==> config.mk <==
export PLATFORM = sky130hd
export DESIGN_NAME = tt_um_alexlowl_btn_decoder
export DESIGN_NICKNAME = d
export VERILOG_FILES = /design/src/rtl/tt_um_alexlowl_btn_decoder.sv
export SDC_FILE = /design/constraint.sdc
export NUM_CORES = 1
export LEC_CHECK = 0
export ABC_AREA = 1
export CAP_MARGIN = 10
export CORE_ASPECT_RATIO = 0.7
export CORE_MARGIN = 3
export CORE_UTILIZATION = 30
export DETAILED_ROUTE_END_ITERATION = 8
export SYNTH_ARGS = -nofsm -noshare
export SYNTH_HDL_FRONTEND = slang
export SYNTH_SLANG_ARGS = --single-unit
==> constraint.sdc <==
create_clock -name clk -period 1.9 [get_ports clk]
set_clock_uncertainty 0.15 [all_clocks]
set_input_delay 0.38 -clock clk [delete_from_list [all_inputs] [get_ports clk]]
set_output_delay 0.38 -clock clk [all_outputs]
set_load 0.01 [all_outputs]
==> src/rtl/tt_um_alexlowl_btn_decoder.sv <==
// rtl/tt_um_alexlowl_btn_decoder.sv - push-button synchroniser, debouncer and run/speed decoder
module tt_um_alexlowl_btn_decoder #(
    parameter int DEBOUNCE_CYCLES = 8,
    parameter int SPEED_LEVELS    = 8,
    parameter int SPEED_RESET     = 3,
    localparam int SW = (SPEED_LEVELS > 1) ? $clog2(SPEED_LEVELS) : 1
) (
    input  logic          clk,
    input  logic          rst_n,
    input  logic          ena,
    input  logic [2:0]    btn_raw,
    output logic [2:0]    btn_state,
    output logic [2:0]    btn_press,
    output logic          running,
    output logic [SW-1:0] speed_level,
    output logic          speed_change
);

    localparam int CW = $clog2(DEBOUNCE_CYCLES);
    localparam logic [CW-1:0] CNT_MAX    = CW'(DEBOUNCE_CYCLES - 1);
    localparam logic [SW-1:0] SPEED_MAX  = SW'(SPEED_LEVELS - 1);
    localparam logic [SW-1:0] SPEED_INIT = SW'(SPEED_RESET);

    logic [2:0]    sync1, sync2;
    logic [2:0]    state_q, state_next;
    logic [2:0]    press_q, press_next;
    logic [CW-1:0] cnt_q    [3];
    logic [CW-1:0] cnt_next [3];
    logic          running_q, running_next;
    logic [SW-1:0] speed_q, speed_next;
    logic          change_q, change_next;

    // Per-button debounce: a level is accepted after DEBOUNCE_CYCLES consecutive disagreeing samples.
    always_comb begin
        state_next = state_q;
        press_next = '0;
        for (int i = 0; i < 3; i++) begin
            cnt_next[i] = '0;
            if (sync2[i] != state_q[i]) begin
                if (cnt_q[i] == CNT_MAX) begin
                    state_next[i] = sync2[i];
                    press_next[i] = sync2[i];
                end else begin
                    cnt_next[i] = cnt_q[i] + CW'(1);
                end
            end
        end
    end

    // Run toggle and saturating speed step, decoded from the presses accepted this edge.
    always_comb begin
        running_next = running_q ^ press_next[0];
        speed_next   = speed_q;
        if (press_next[1] && !press_next[2] && speed_q != SPEED_MAX) begin
            speed_next = speed_q + SW'(1);
        end else if (press_next[2] && !press_next[1] && speed_q != '0) begin
            speed_next = speed_q - SW'(1);
        end
        change_next = (speed_next != speed_q);
    end

    // State registers; pulse registers are cleared while disabled so they cannot re-fire on resume.
    always_ff @(posedge clk) begin
        if (!rst_n) begin
            sync1     <= '0;
            sync2     <= '0;
            state_q   <= '0;
            press_q   <= '0;
            for (int i = 0; i < 3; i++) cnt_q[i] <= '0;
            running_q <= 1'b0;
            speed_q   <= SPEED_INIT;
            change_q  <= 1'b0;
        end else if (ena) begin
            sync1     <= btn_raw;
            sync2     <= sync1;
            state_q   <= state_next;
            press_q   <= press_next;
            for (int i = 0; i < 3; i++) cnt_q[i] <= cnt_next[i];
            running_q <= running_next;
            speed_q   <= speed_next;
            change_q  <= change_next;
        end else begin
            press_q  <= '0;
            change_q <= 1'b0;
        end
    end

    assign btn_state    = state_q;
    assign btn_press    = press_q & {3{ena}};
    assign running      = running_q;
    assign speed_level  = speed_q;
    assign speed_change = change_q & ena;

endmodule

[Yosys cells after proc, flatten, opt, wreduce, memory -nomap -nowiden]
Memory sizes are Yosys's and may differ from the RTL's.
Cells that the tools add are included.
Storage, ports and cells
  register bits after elaboration: 17
  bits in writable memories: 9
  input bits: 6
  output and inout port bits: 11
  word-level logic and storage cells: 61
  memories kept: 1
Memory list
  cnt_q: depth 3, bits a word 3, read ports 3, clocked after Yosys merged registers in 0, wr ports 3, RTL line 27  | logic [CW-1:0] cnt_q [3];
Operators by class
  $add $sub $neg: 5
  equal/unequal tests: 8
  multiplexer cells: 21
  bitwise operators: 6
  reduce and logical (&&, ||, !) cells: 11
Operators with widths (number)
  $mux 3: 11
  $add 3x1->3 const B: 4
  $mux 1: 10
  $eq 3x3->1 const B: 3
  $reduce_and 3->1: 3
  $logic_and 1x1->1: 4
  $and 3x3->3: 1
  $ne 1x1->1: 3
  $ne 3x3->1: 1
  $ne 3x3->1 const B: 1
  $or 1x1->1: 3
  $reduce_bool 3->1: 1
  $sub 3x1->3 const B: 1
  $logic_not 1->1: 2
  $reduce_and 2->1: 1
  $and 1x1->1: 1
  $xor 1x1->1: 1

[Longest topological paths before layout]
  word-level depth: 9
  gate-level depth with buffers: 12
  depth with buffers taken out: 12

[Worst setup path before layout]
Ideal clock, no wire load.
  path kind: register to register
  from: memory cnt_q[0][6] in the netlist's numbering
  to: register speed_q[0] (netlist: speed_level[0])
  library setup time: 119 ps
  arrival: 1308 ps
  required time: 1631 ps
  setup slack: 323 ps
  cell stages (with the launch flop): 11
  path buffers: 0
  period minus slack after synthesis: 1577 ps
  cell sequence: edfxtp_1 > ha_1 > ha_1 > nand3_2 > inv_1 > nor2_1 > nand2_2 > nand2_2 > nand2_2 > nand2_1 > nand3_1
RTL lines
  from (decl): RTL line 27
  to (signal assigned): RTL line 80  | speed_q <= speed_next;
  to (decl): RTL line 30  | logic [SW-1:0] speed_q, speed_next;

[Worst setup path after layout]
  from: register state_q[0] (netlist: btn_state[0])
  to: output port btn_state[0]
RTL lines
  from (decl): RTL line 25  | logic [2:0] state_q, state_next;
  from (signal assigned): RTL line 76  | state_q <= state_next;
  to (decl): RTL line 12  | output logic [2:0] btn_state,
No word-level cell between the ends.

==> flow_results.org <==
** Timing
- The count of final hold-check violations is 0.
- Max-slew violation total from the final report :: 0
- Once routing completed, OpenROAD measured the worst setup slack at 107 ps.
- Count of final setup violators :: 0
- Max_slew headroom :: 0.852
- Pin slew with the least headroom to its limit :: 220 ps
- Highest clock frequency the design can meet :: 0.558 GHz
- Subtracting the final worst setup slack from the clock period gives 1790 ps.
- Final TNS setup :: 0 ps
- In the finished design, the share of the clock period the worst path needs comes to 0.944.
- Setup repair after global routing missed its margin :: no

** Synthesis
- In this run the mean area of a mapped cell was 8.38 sq um.
- Counting every net in the synthesized netlist gives 162.
- Synthesis instantiated 19 different standard cells from the library.
- Cell type with the largest total area after synthesis :: sky130_fd_sc_hd__dfxtp_1
- In this run the cell area of the synthesized design comes to 0.00122 sq mm.
- Number of synthesized flops with an enable pin :: 9
- Portion of synthesized cell area occupied by the leading cell type :: 0.278
- Count of state elements after synthesis :: 26
- Counting flops with an async set or reset pin after synthesis yields a share of 0.
- Cell types with the largest area share after synthesis :: sky130_fd_sc_hd__dfxtp_1 (28%), sky130_fd_sc_hd__edfxtp_1 (22%), sky130_fd_sc_hd__ha_1 (10%)
- Yosys printed 0 warnings.
- The cell count after synthesis came out at 146.
- For this run, the register share of the synthesized area comes to 0.499.
- In the synthesized netlist the dominant register cell turns out to be sky130_fd_sc_hd__dfxtp_1.

** Drt
- Detailed routing inserted a total of 959 vias.
- The final layout contains routed wiring with a total length of 2.28 mm.
- Via density :: 4.28
- Violation count after the first detailed-routing iteration :: 57
- The detail route stage leaves a number of antenna-violating nets equal to 0.
- DR DRC count :: 0
- Number of search-and-repair iterations in the first detailed-routing pass :: 4
- Dividing the detail-routed wire length by the instance count gives 10.2 um.

** Global routing
- For this run, global-route usage on met2 was measured as 0.169.
- GRT Total Usage :: 0.105
- The first global-routing pass estimated 3.95 mm of wire.
- Overflow after GRT :: 0
- For this run, global-route usage on met3 was measured as 0.0334.
- The via count of the first global-routing pass came to 914.
- Entering global routing, the biggest net connects 16 pins.
- The global routing stage identified its most utilized layer as met2.
- The number of antenna violations at the first check in global routing came to 0.
- In the global route stage, met1 resource usage came out at 0.141.

** Run status
- The flow ran to the end, and the final reports show no timing, DRC or antenna violations.

** Cells and area
- Leaving out fill and tap cells, the most frequent cell in the layout is sky130_fd_sc_hd__nand2_1.
- In the final layout, the share of cells above drive strength 1 is 0.121.
- Area occupied by registers :: 612 sq um
- Relative to the synthesized area, the layout overhead comes to 28.0%.
- Commonest non-fill, non-tap cells in the layout :: sky130_fd_sc_hd__nand2_1 (30), sky130_fd_sc_hd__inv_1 (28), sky130_fd_sc_hd__nor2_1 (18), sky130_fd_sc_hd__dfxtp_1 (16), sky130_fd_sc_hd__clkdlybuf4s50_1 (15)
- Antenna fix cells :: 0
- Number of fill cells in the layout :: 385
- Once layout is complete, the cells apart from fillers number 224.
- Finished Core Util :: 0.422
- Area of combinational cells with multiple inputs :: 493 sq um
- The net count of the finished layout is 191.

** Job
- Count of max-cap constraint violations :: 0

** Power and ir drop
- Total Power Consumption :: 1020 uW
- Leakage power of the design :: 0.000754 uW
- Total power density per cell area :: 651 mW/mm^2
- IR drop worst, VDD :: 0.328 mV

** Worst setup path
- In this design, the stage delay of the slowest critical-path cell is 570 ps.
- Data required time of the worst path :: 1370 ps
- Crit-path leading delay family :: buffers and inverters
- CP Cell Sequence :: clkdlybuf4s50_1
- Crit Path Max Fanout :: 5
- Kind of end point of the critical path :: primary output
- Slowest-stage cell, CP :: sky130_fd_sc_hd__clkdlybuf4s50_1
- Arrival time reported for the critical path endpoint :: 1260 ps
- By startpoint and endpoint, the worst setup path is classified as reg2out.
- The number of buffers and inverters on the critical path is 1.
- STA classifies the critical path startpoint as a register.

** CTS
- TritonCTS built the clock tree.
- Count of clock tree sinks :: 26
- Source-to-sink clock delay at the later pin of the worst-skew pair :: 270 ps
- The root buffer cell chosen for the clock tree is sky130_fd_sc_hd__clkbuf_8.
- The clock passes through at most 2 buffers.
- Buffers inserted during clock tree synthesis total 3.
- H-tree depth :: 1
- Clock-pin slew was measured on the worst setup and hold paths at 90 ps.

** Placement
- Weighted congestion at the end of routability-driven global placement :: 0.803
- Timing analysis after detailed placement gives a worst setup slack of -280 ps.
- Once detailed placement completed, the half-perimeter wirelength came to 1.81 mm.
- After detailed placement, the design holds a cell count of 220.
- Port buffering added 16 buffers.

** Floorplan
- Floorplan die area :: 0.00489 sq mm
- Vertical die dimension :: 59.4 um
- For this design the top-level I/O count stands at 17.
- Horizontal die dimension :: 82.3 um
- The region available for standard cell placement spans 0.00372 sq mm.
- Row generation in the floorplan step produced 18 rows.
- Effective utilization at floorplan :: 0.329

** Min path
- Worst min-delay path category :: reg2reg
[registers in the layout, summed over array words and instances (netlist names)]
name,cells
sync2,3
change_q,1
cnt_q,9
speed_level,3
press_q,3
btn_state,3
running,1
sync1,3
[power by group]
group          internal [uW]  switching (uW)  leakage (uW)  total [uW]
logic                   32.7            37.0      0.000487        69.7
clock network            185             169     0.0000288         354
registers                589            6.63      0.000239         596
[path summary, 6_finish.rpt]
check	start	endpoint	slack, ps	depth (start not counted)
worst min register to register	running	running	310	1
worst max register to register	cnt_q[0][6]	speed_level[0]	180	10
worst max-delay path	btn_state[0]	btn_state[0]	110	1
worst min-delay path	running	running	310	1
[metrics by stage]
step / hold slack, ps / cell area (sq um)
after floorplan: 301 / 1220
after CTS: 314 / 1570
after global placement: 286 / 1520
final: 314 / 1570
after global routing: 340 / 1570
after detailed placement: 298 / 1520
[cells in the mapped netlist, drive strengths merged, types with 3 or more instances]
| library cell | instances |
|---|---|
| dfxtp | 17 |
| edfxtp | 9 |
| nor2 | 19 |
| nand3 | 10 |
| nand2 | 33 |
| a21oi | 5 |
| inv | 28 |
| o22ai | 3 |
| o21ai | 6 |
| ha | 10 |
[area by class of cell]
class	instances	share of cell area
clock buffers	4	0.0351
inverters	29	0.0695
multi-input cells	90	0.315
flip-flops and latches	26	0.391
well taps	50	0.0399
repair buffers	25	0.150
[cells by family after synthesis]
family	synth area share
flip-flops	0.499
AND/OR/NAND/NOR	0.226
buffers and inverters	0.0982
adder cells (fa/ha/maj)	0.102
XOR/XNOR	0.00716
AO/OA/AOI/OAI	0.0675
[per-layer routing]
layer	share of wire	wire length [um]
met4	0.0048	11
met1	0.51	1170
met2	0.43	983
met5	0	0
met3	0.049	111
[repair_timing]
action                                  CTS  global route
resized for setup                         2             2
cloned                                    0             0
hold buffers                              0             0
buffers inserted                          0             0
endpoints found under the setup margin    4             5
No activity file was read; power rests on OpenSTA's default activity.
